File: config.mk
export PLATFORM = sky130hd
export DESIGN_NAME = rb_write_bank
export DESIGN_NICKNAME = d
export VERILOG_FILES = /design/src/rtl/rb_write_bank.sv
export SDC_FILE = /design/constraint.sdc
export NUM_CORES = 1
export LEC_CHECK = 0
export ABC_CLOCK_PERIOD_IN_PS = 2800
export CORE_MARGIN = 3
export CORE_UTILIZATION = 45
export DETAILED_ROUTE_END_ITERATION = 8
export GPL_ROUTABILITY_DRIVEN = 0
export HOLD_SLACK_MARGIN = 0.06
export MAX_ROUTING_LAYER = met4
export PLACE_DENSITY = 0.78
export SYNTH_ARGS = -nofsm -noshare
export SYNTH_HDL_FRONTEND = slang
export SYNTH_SLANG_ARGS = --single-unit
File: constraint.sdc
create_clock -name clk -period 2.8 [get_ports clk]
set_input_delay 0.56 -clock clk [delete_from_list [all_inputs] [get_ports clk]]
set_output_delay 0.56 -clock clk [all_outputs]
set_load 0.02 [all_outputs]
File: src/rtl/rb_write_bank.sv
// Eight-entry register write bank with a two-state commit/ack handshake.
// Optional macro RB_R0_ZERO_EN hardwires r0 (out0) to zero.
module rb_write_bank #(
    parameter int DATA_W = 16,
    parameter int CNT_W  = 8
) (
    input  logic              clk,
    input  logic              rst,
    input  logic              wr_req,
    input  logic [2:0]        wr_sel,
    input  logic [DATA_W-1:0] wr_data,
    output logic              wr_ack,
    output logic [DATA_W-1:0] out0,
    output logic [DATA_W-1:0] out1,
    output logic [DATA_W-1:0] out2,
    output logic [DATA_W-1:0] out3,
    output logic [DATA_W-1:0] out4,
    output logic [DATA_W-1:0] out5,
    output logic [DATA_W-1:0] out6,
    output logic [DATA_W-1:0] out7,
    output logic [CNT_W-1:0]  wr_count
);

    typedef enum logic {
        IDLE = 1'b0,
        ACK  = 1'b1
    } state_t;

    state_t state_q;
    state_t state_d;
    logic   commit;

    logic [DATA_W-1:0] r [8];

    // State register; reset returns to IDLE and cuts any ack pulse.
    always_ff @(posedge clk) begin
        if (rst) begin
            state_q <= IDLE;
        end else begin
            state_q <= state_d;
        end
    end

    // Next state: a request in IDLE commits; ACK always falls back to IDLE.
    always_comb begin
        state_d = state_q;
        commit  = 1'b0;
        unique case (state_q)
            IDLE: begin
                if (wr_req) begin
                    commit  = 1'b1;
                    state_d = ACK;
                end
            end
            ACK: begin
                state_d = IDLE;
            end
            default: begin
                state_d = IDLE;
            end
        endcase
    end

    // Register file: only the selected entry loads on a commit.
    always_ff @(posedge clk) begin
        if (rst) begin
            for (int i = 0; i < 8; i++) begin
                r[i] <= '0;
            end
        end else if (commit) begin
            for (int i = 0; i < 8; i++) begin
`ifdef RB_R0_ZERO_EN
                if (i != 0 && wr_sel == 3'(i)) begin
                    r[i] <= wr_data;
                end
`else
                if (wr_sel == 3'(i)) begin
                    r[i] <= wr_data;
                end
`endif
            end
        end
    end

    // Commit counter, wraps silently.
    always_ff @(posedge clk) begin
        if (rst) begin
            wr_count <= '0;
        end else if (commit) begin
            wr_count <= wr_count + CNT_W'(1);
        end
    end

    assign wr_ack = (state_q == ACK);

`ifdef RB_R0_ZERO_EN
    assign out0 = '0;
`else
    assign out0 = r[0];
`endif
    assign out1 = r[1];
    assign out2 = r[2];
    assign out3 = r[3];
    assign out4 = r[4];
    assign out5 = r[5];
    assign out6 = r[6];
    assign out7 = r[7];

endmodule

# Word-level counts from Yosys, hierarchy flattened

Memory sizes are Yosys's and may differ from the RTL's.
Index checks and enable logic that the tools add are counted.

ROM bits: 0
RAM bits: 128
Memories: 1
Bits in latches: 0
Input bits: 22
Register bits after elaboration: 9

Memory list:

| name | depth | bits a word | read ports | clocked after memory_dff | wr ports | line | text |
|---|---|---|---|---|---|---|---|
| r    | 8     | 16          | 8          | 0                        | 8        | 33   | `logic [DATA_W-1:0] r [8];` |

Div/mod/pow operators: 0
$mul: 0
$add $sub $neg: 1
Eq/ne operators: 7
Reduce and logical (&&, ||, !) cells: 1
Bitwise operators: 9
Shift-type cells: 0
Multiplexer cells: 45
Order comparisons: 0

Operator list:

| cell                                           | count |
|---|---|
| 2-to-1 mux 16 bit                              | 8 |
| 2-to-1 mux 1 bit                               | 36 |
| == test 3 bit (second input constant)          | 4 |
| adder 8 x 1 -> 8 bit (second input constant)   | 1 |
| OR 1 bit                                       | 8 |
| == test 3 x 2 -> 1 bit (second input constant) | 2 |
| == test 3 x 1 -> 1 bit (second input constant) | 1 |
| logical NOT 3 bit                              | 1 |
| case mux 1 bit (2 select lines)                | 1 |
| inverter 1 bit                                 | 1 |

# Depth between registers and ports, before layout

Depth in word-level cells: 6
Depth in mapped cells: 5
Gate-level depth less buffers: 4

# Worst setup path before layout

Ideal clock, no wire load.

Path type: input to register
Start: in wr_sel[0]
End: mem r[0][0], enable pin
Setup slack: 1.007 ns
Stages: 3
Data required time: 2.429 ns
Library setup time: 0.371 ns
Arrival: 1.421 ns
Path through: nor3b_4 > nand2_2 > or2b_1

RTL lines:

| element     | line | text |
|---|---|---|
| from (decl) | 10   | `input logic [2:0] wr_sel,` |
| to (decl)   | 33   |  |

# Worst setup path after layout

Start: reg wr_count[0]
End: out wr_count[0]

RTL lines:

| element                | line | text |
|---|---|---|
| from (decl)            | 21   | `output logic [CNT_W-1:0] wr_count` |
| from (signal assigned) | 90   | `wr_count <= wr_count + CNT_W'(1);` |

No word-level cell between the ends.

==> out/qor.txt <==
=====================================================================================
Path class of the lowest-slack min-delay path ..........................      reg2reg
Mapped cell area ....................................................... 0.00498 sq mm
Reg2reg setup slack ....................................................      1.16 ns
Number of buffers created by CTS .......................................           17
Distinct cell type count after synthesis ...............................           31
Slowest cell on the critical path ...................................... sky130_fd_sc_hd__clkdlybuf4s50_1
Async SR Flop Fraction .................................................           0%
Pin count of the biggest net entering global routing ...................           34
Final setup TNS ........................................................         0 ns
Clock H-tree levels ....................................................            4
Largest delay share family, worst path ................................. buffers and inverters
Worst R2R Path Depth ...................................................            3
Total length of routed met2 wires ......................................      5920 um
Crit-path max cell delay ...............................................      0.65 ns
Post-route DRC .........................................................            0
Flip-flop and latch count after synthesis ..............................          137
Power Dens Cells .......................................................  700 mW/mm^2
Kind of critical path ..................................................      reg2out
Met1 routed wirelength after detailed routing ..........................      4800 um
Worst clock skew on the final layout ...................................   0.00605 ns
Mean number of vias per cell ...........................................         4.92
Crit end category ......................................................   output pin
Share of the clock period used by the worst path .......................        77.2%
Inserted Diodes ........................................................            0
Via count of the first global-routing pass .............................         3356
Maximum clock frequency ................................................      462 MHz
Global-route usage over all layers .....................................        20.3%
Top_reg_cell synth ..................................................... sky130_fd_sc_hd__edfxtp_1
CTS Root Buffer Type ................................................... sky130_fd_sc_hd__clkbuf_8
Total via count in the routed design ...................................         3224
Critical path fanouts, max .............................................            4
Synthesized netlist net count ..........................................          347
Seq/Total Area, Yosys ..................................................        80.8%
Resized cells post-CTS .................................................            0
Relative area change from synthesis to final layout ....................        48.3%
DRT antenna net count ..................................................            0
Min-delay src .......................................................... wr_count[7]$_SDFFE_PP0P_
Post-synth EDFFs .......................................................          128
Source-to-sink clock delay at the later pin of the worst-skew pair .....      0.51 ns
RSZ-0062 raised after global routing ...................................        false
Total grt overflow .....................................................            0
Hold-critical path endpoint ............................................ wr_count[7]$_SDFFE_PP0P_
Count of buffering cells on the critical path with inverters included ..            1
Initial Util ...........................................................        47.2%
DP HPWL ................................................................      8520 um
Site row count .........................................................           37
Sum of met3 wire segment lengths after detailed routing ................       953 um
Routed len/inst ........................................................      18.1 um
Count of routing violations after the opening detailed-route iteration .          190
Cells along the critical path .......................................... clkdlybuf4s50_1
Worst EP arrival .......................................................      1.60 ns
Number of antenna violations at the first check in global routing ......            0
TritonCTS Sinks ........................................................          137
Clk buf depth ..........................................................            2
Synth warn .............................................................            0
Total power of the final layout ........................................      5.17 mW
Beginning of the worst register-to-register path ....................... wr_ack$_SDFF_PP0_
Port buffer count ......................................................          158
Static leakage power ...................................................      2.75 nW
Peak supply drop .......................................................       426 uV
Highest routed metal layer .............................................         met4
Post-CTS repair timing setup buffer count ..............................            0
Die Wd .................................................................       111 um
Clock-pin slew of the registers on the worst-case setup and hold paths .      0.07 ns
Worst Hold Path Cells ..................................................            2
Fraction of final layout cells sized beyond drive strength 1 ...........        10.8%
Final #Nets ............................................................          529
Time the worst path needs with I/O delays and setup ....................      2.16 ns
Post-cts hold buffer count .............................................            0
Pre-Repair DR Iteration Count ..........................................            5
Core area .............................................................. 0.0106 sq mm
Outcome ................................................................ complete, no violations
Final max-slew violation count .........................................            0
Mapped Cells ...........................................................          324
Slew of the pin with the lowest slew margin ............................     0.468 ns
First-pass GRT wire length .............................................     18400 um
Boundary Pins ..........................................................          159
Count of endpoints failing setup in the final report ...................            0
Max-cap violations .....................................................            0
Die Y ..................................................................       111 um
Clock tree from TritonCTS ..............................................         done
Average cell area after synthesis ......................................   15.4 sq um
Slew margin rel. .......................................................        68.8%
Reg-to-reg endpoint .................................................... r[1][62]$_DFFE_PP_
Area of the die ........................................................ 0.0124 sq mm
Routed wire length .....................................................     11900 um
CP Data Required Time ..................................................      2.24 ns
CP Launch Type .........................................................    flip-flop
Number of hold-slack violations in the final timing report .............            0
=====================================================================================
[sequential cells by signal (all words and copies together) (netlist names)]
| name | count |
|---|---|
| wr_count | 8 |
| wr_ack | 1 |
| r | 128 |
[placed cells by master, fill, tap and decap left out, types with 4 or more instances in the layout]
master                            netlist  layout
sky130_fd_sc_hd__buf_4                  2      15
sky130_fd_sc_hd__clkbuf_16              0      16
sky130_fd_sc_hd__clkdlybuf4s50_1        0     158
sky130_fd_sc_hd__clkinvlp_4             0       4
sky130_fd_sc_hd__edfxtp_1             128     128
sky130_fd_sc_hd__o21ai_0                4       4
sky130_fd_sc_hd__dfxtp_1                9       9
sky130_fd_sc_hd__nor2_1               100     100
sky130_fd_sc_hd__nand2b_1              21      21
sky130_fd_sc_hd__inv_1                 18      18
sky130_fd_sc_hd__inv_6                  0       5
sky130_fd_sc_hd__a21oi_1                5       5
[synthesized netlist by cell type (2+ instances only)]
master,n,area (sq um)
sky130_fd_sc_hd__buf_4,2,15.0
sky130_fd_sc_hd__nand2b_1,21,131
sky130_fd_sc_hd__nand3_4,3,52.6
sky130_fd_sc_hd__clkbuf_1,3,11.3
sky130_fd_sc_hd__nor2b_1,3,18.8
sky130_fd_sc_hd__buf_6,2,22.5
sky130_fd_sc_hd__edfxtp_1,128,3840
sky130_fd_sc_hd__xnor2_1,2,17.5
sky130_fd_sc_hd__dfxtp_1,9,180
sky130_fd_sc_hd__buf_2,3,15.0
sky130_fd_sc_hd__nor2_1,100,375
sky130_fd_sc_hd__nand2_2,3,18.8
sky130_fd_sc_hd__or3_1,3,18.8
sky130_fd_sc_hd__a21oi_1,5,25.0
sky130_fd_sc_hd__inv_1,18,67.6
sky130_fd_sc_hd__o21ai_0,4,20.0
[stage by stage]
| step | setup WS [ns] | utilization [%] | hold slack, ns | instance area, sq um | cells |
|---|---|---|---|---|---|
| floorplan | 1.01 | - | 0.551 | 4980 | 324 |
| global placement | 0.461 | 64.2 | 0.469 | 6780 | 623 |
| detailed placement | 0.426 | 64.2 | 0.498 | 6780 | 623 |
| CTS | 0.604 | 69.9 | 0.511 | 7380 | 655 |
| global route | 0.574 | 69.9 | 0.537 | 7380 | 655 |
| finish | 0.637 | 69.9 | 0.512 | 7380 | 655 |
[worst max path at each step]
stage | start | end | slack, ns | cells past startpoint
floorplan | wr_sel[0] | r[0][0]$_SDFFCE_PN0P_ | 1.01 | 3
global placement | wr_req | r[1][60]$_DFFE_PP_ | 0.46 | 4
detailed placement | wr_req | r[1][37]$_DFFE_PP_ | 0.43 | 3
CTS | wr_count[0]$_SDFFE_PP0P_ | wr_count[0] | 0.60 | 1
global route | wr_count[0]$_SDFFE_PP0P_ | wr_count[0] | 0.57 | 1
finish | wr_count[0]$_SDFFE_PP0P_ | wr_count[0] | 0.64 | 1
[routing by layer]
| metal | GRT usage, % | up-vias |
|---|---|---|
| met2 | 31.8 | 173 |
| met3 | 6.17 | 16 |
| li1 | - | 1487 |
| met5 | - | - |
| met4 | 8.11 | 0 |
| met1 | 24.9 | 1548 |
[power breakdown]
part           internal [mW]  total (mW)  switching, mW
Sequential              2.35        2.39         0.0426
Combinational          0.231       0.529          0.298
Clock                   1.38        2.25          0.865
Total                   3.96        5.17           1.21
[logic make-up (layout without fill, tap and decap cells)]
group / count (synthesis) / count (layout) / share of synthesized area (%)
flip-flops: 137 / 137 / 80.8
buffers and inverters: 28 / 223 / 2.64
AO/OA/AOI/OAI: 12 / 12 / 1.43
XOR/XNOR: 2 / 2 / 0.352
adder cells (fa/ha/maj): 1 / 1 / 0.251
AND/OR/NAND/NOR: 143 / 143 / 14.3
multiplexers: 1 / 1 / 0.201
[area by class of cell]
class | instances | area, sq um
Sequential cell | 137 | 4020
Tap cell | 136 | 170
Multi-Input combinational cell | 159 | 822
Timing Repair Buffer | 173 | 1690
Clock inverter | 14 | 186
Fill cell | 737 | 3170
Inverter | 18 | 67.6
Clock buffer | 18 | 418
No activity file was read; power rests on OpenSTA's default activity.
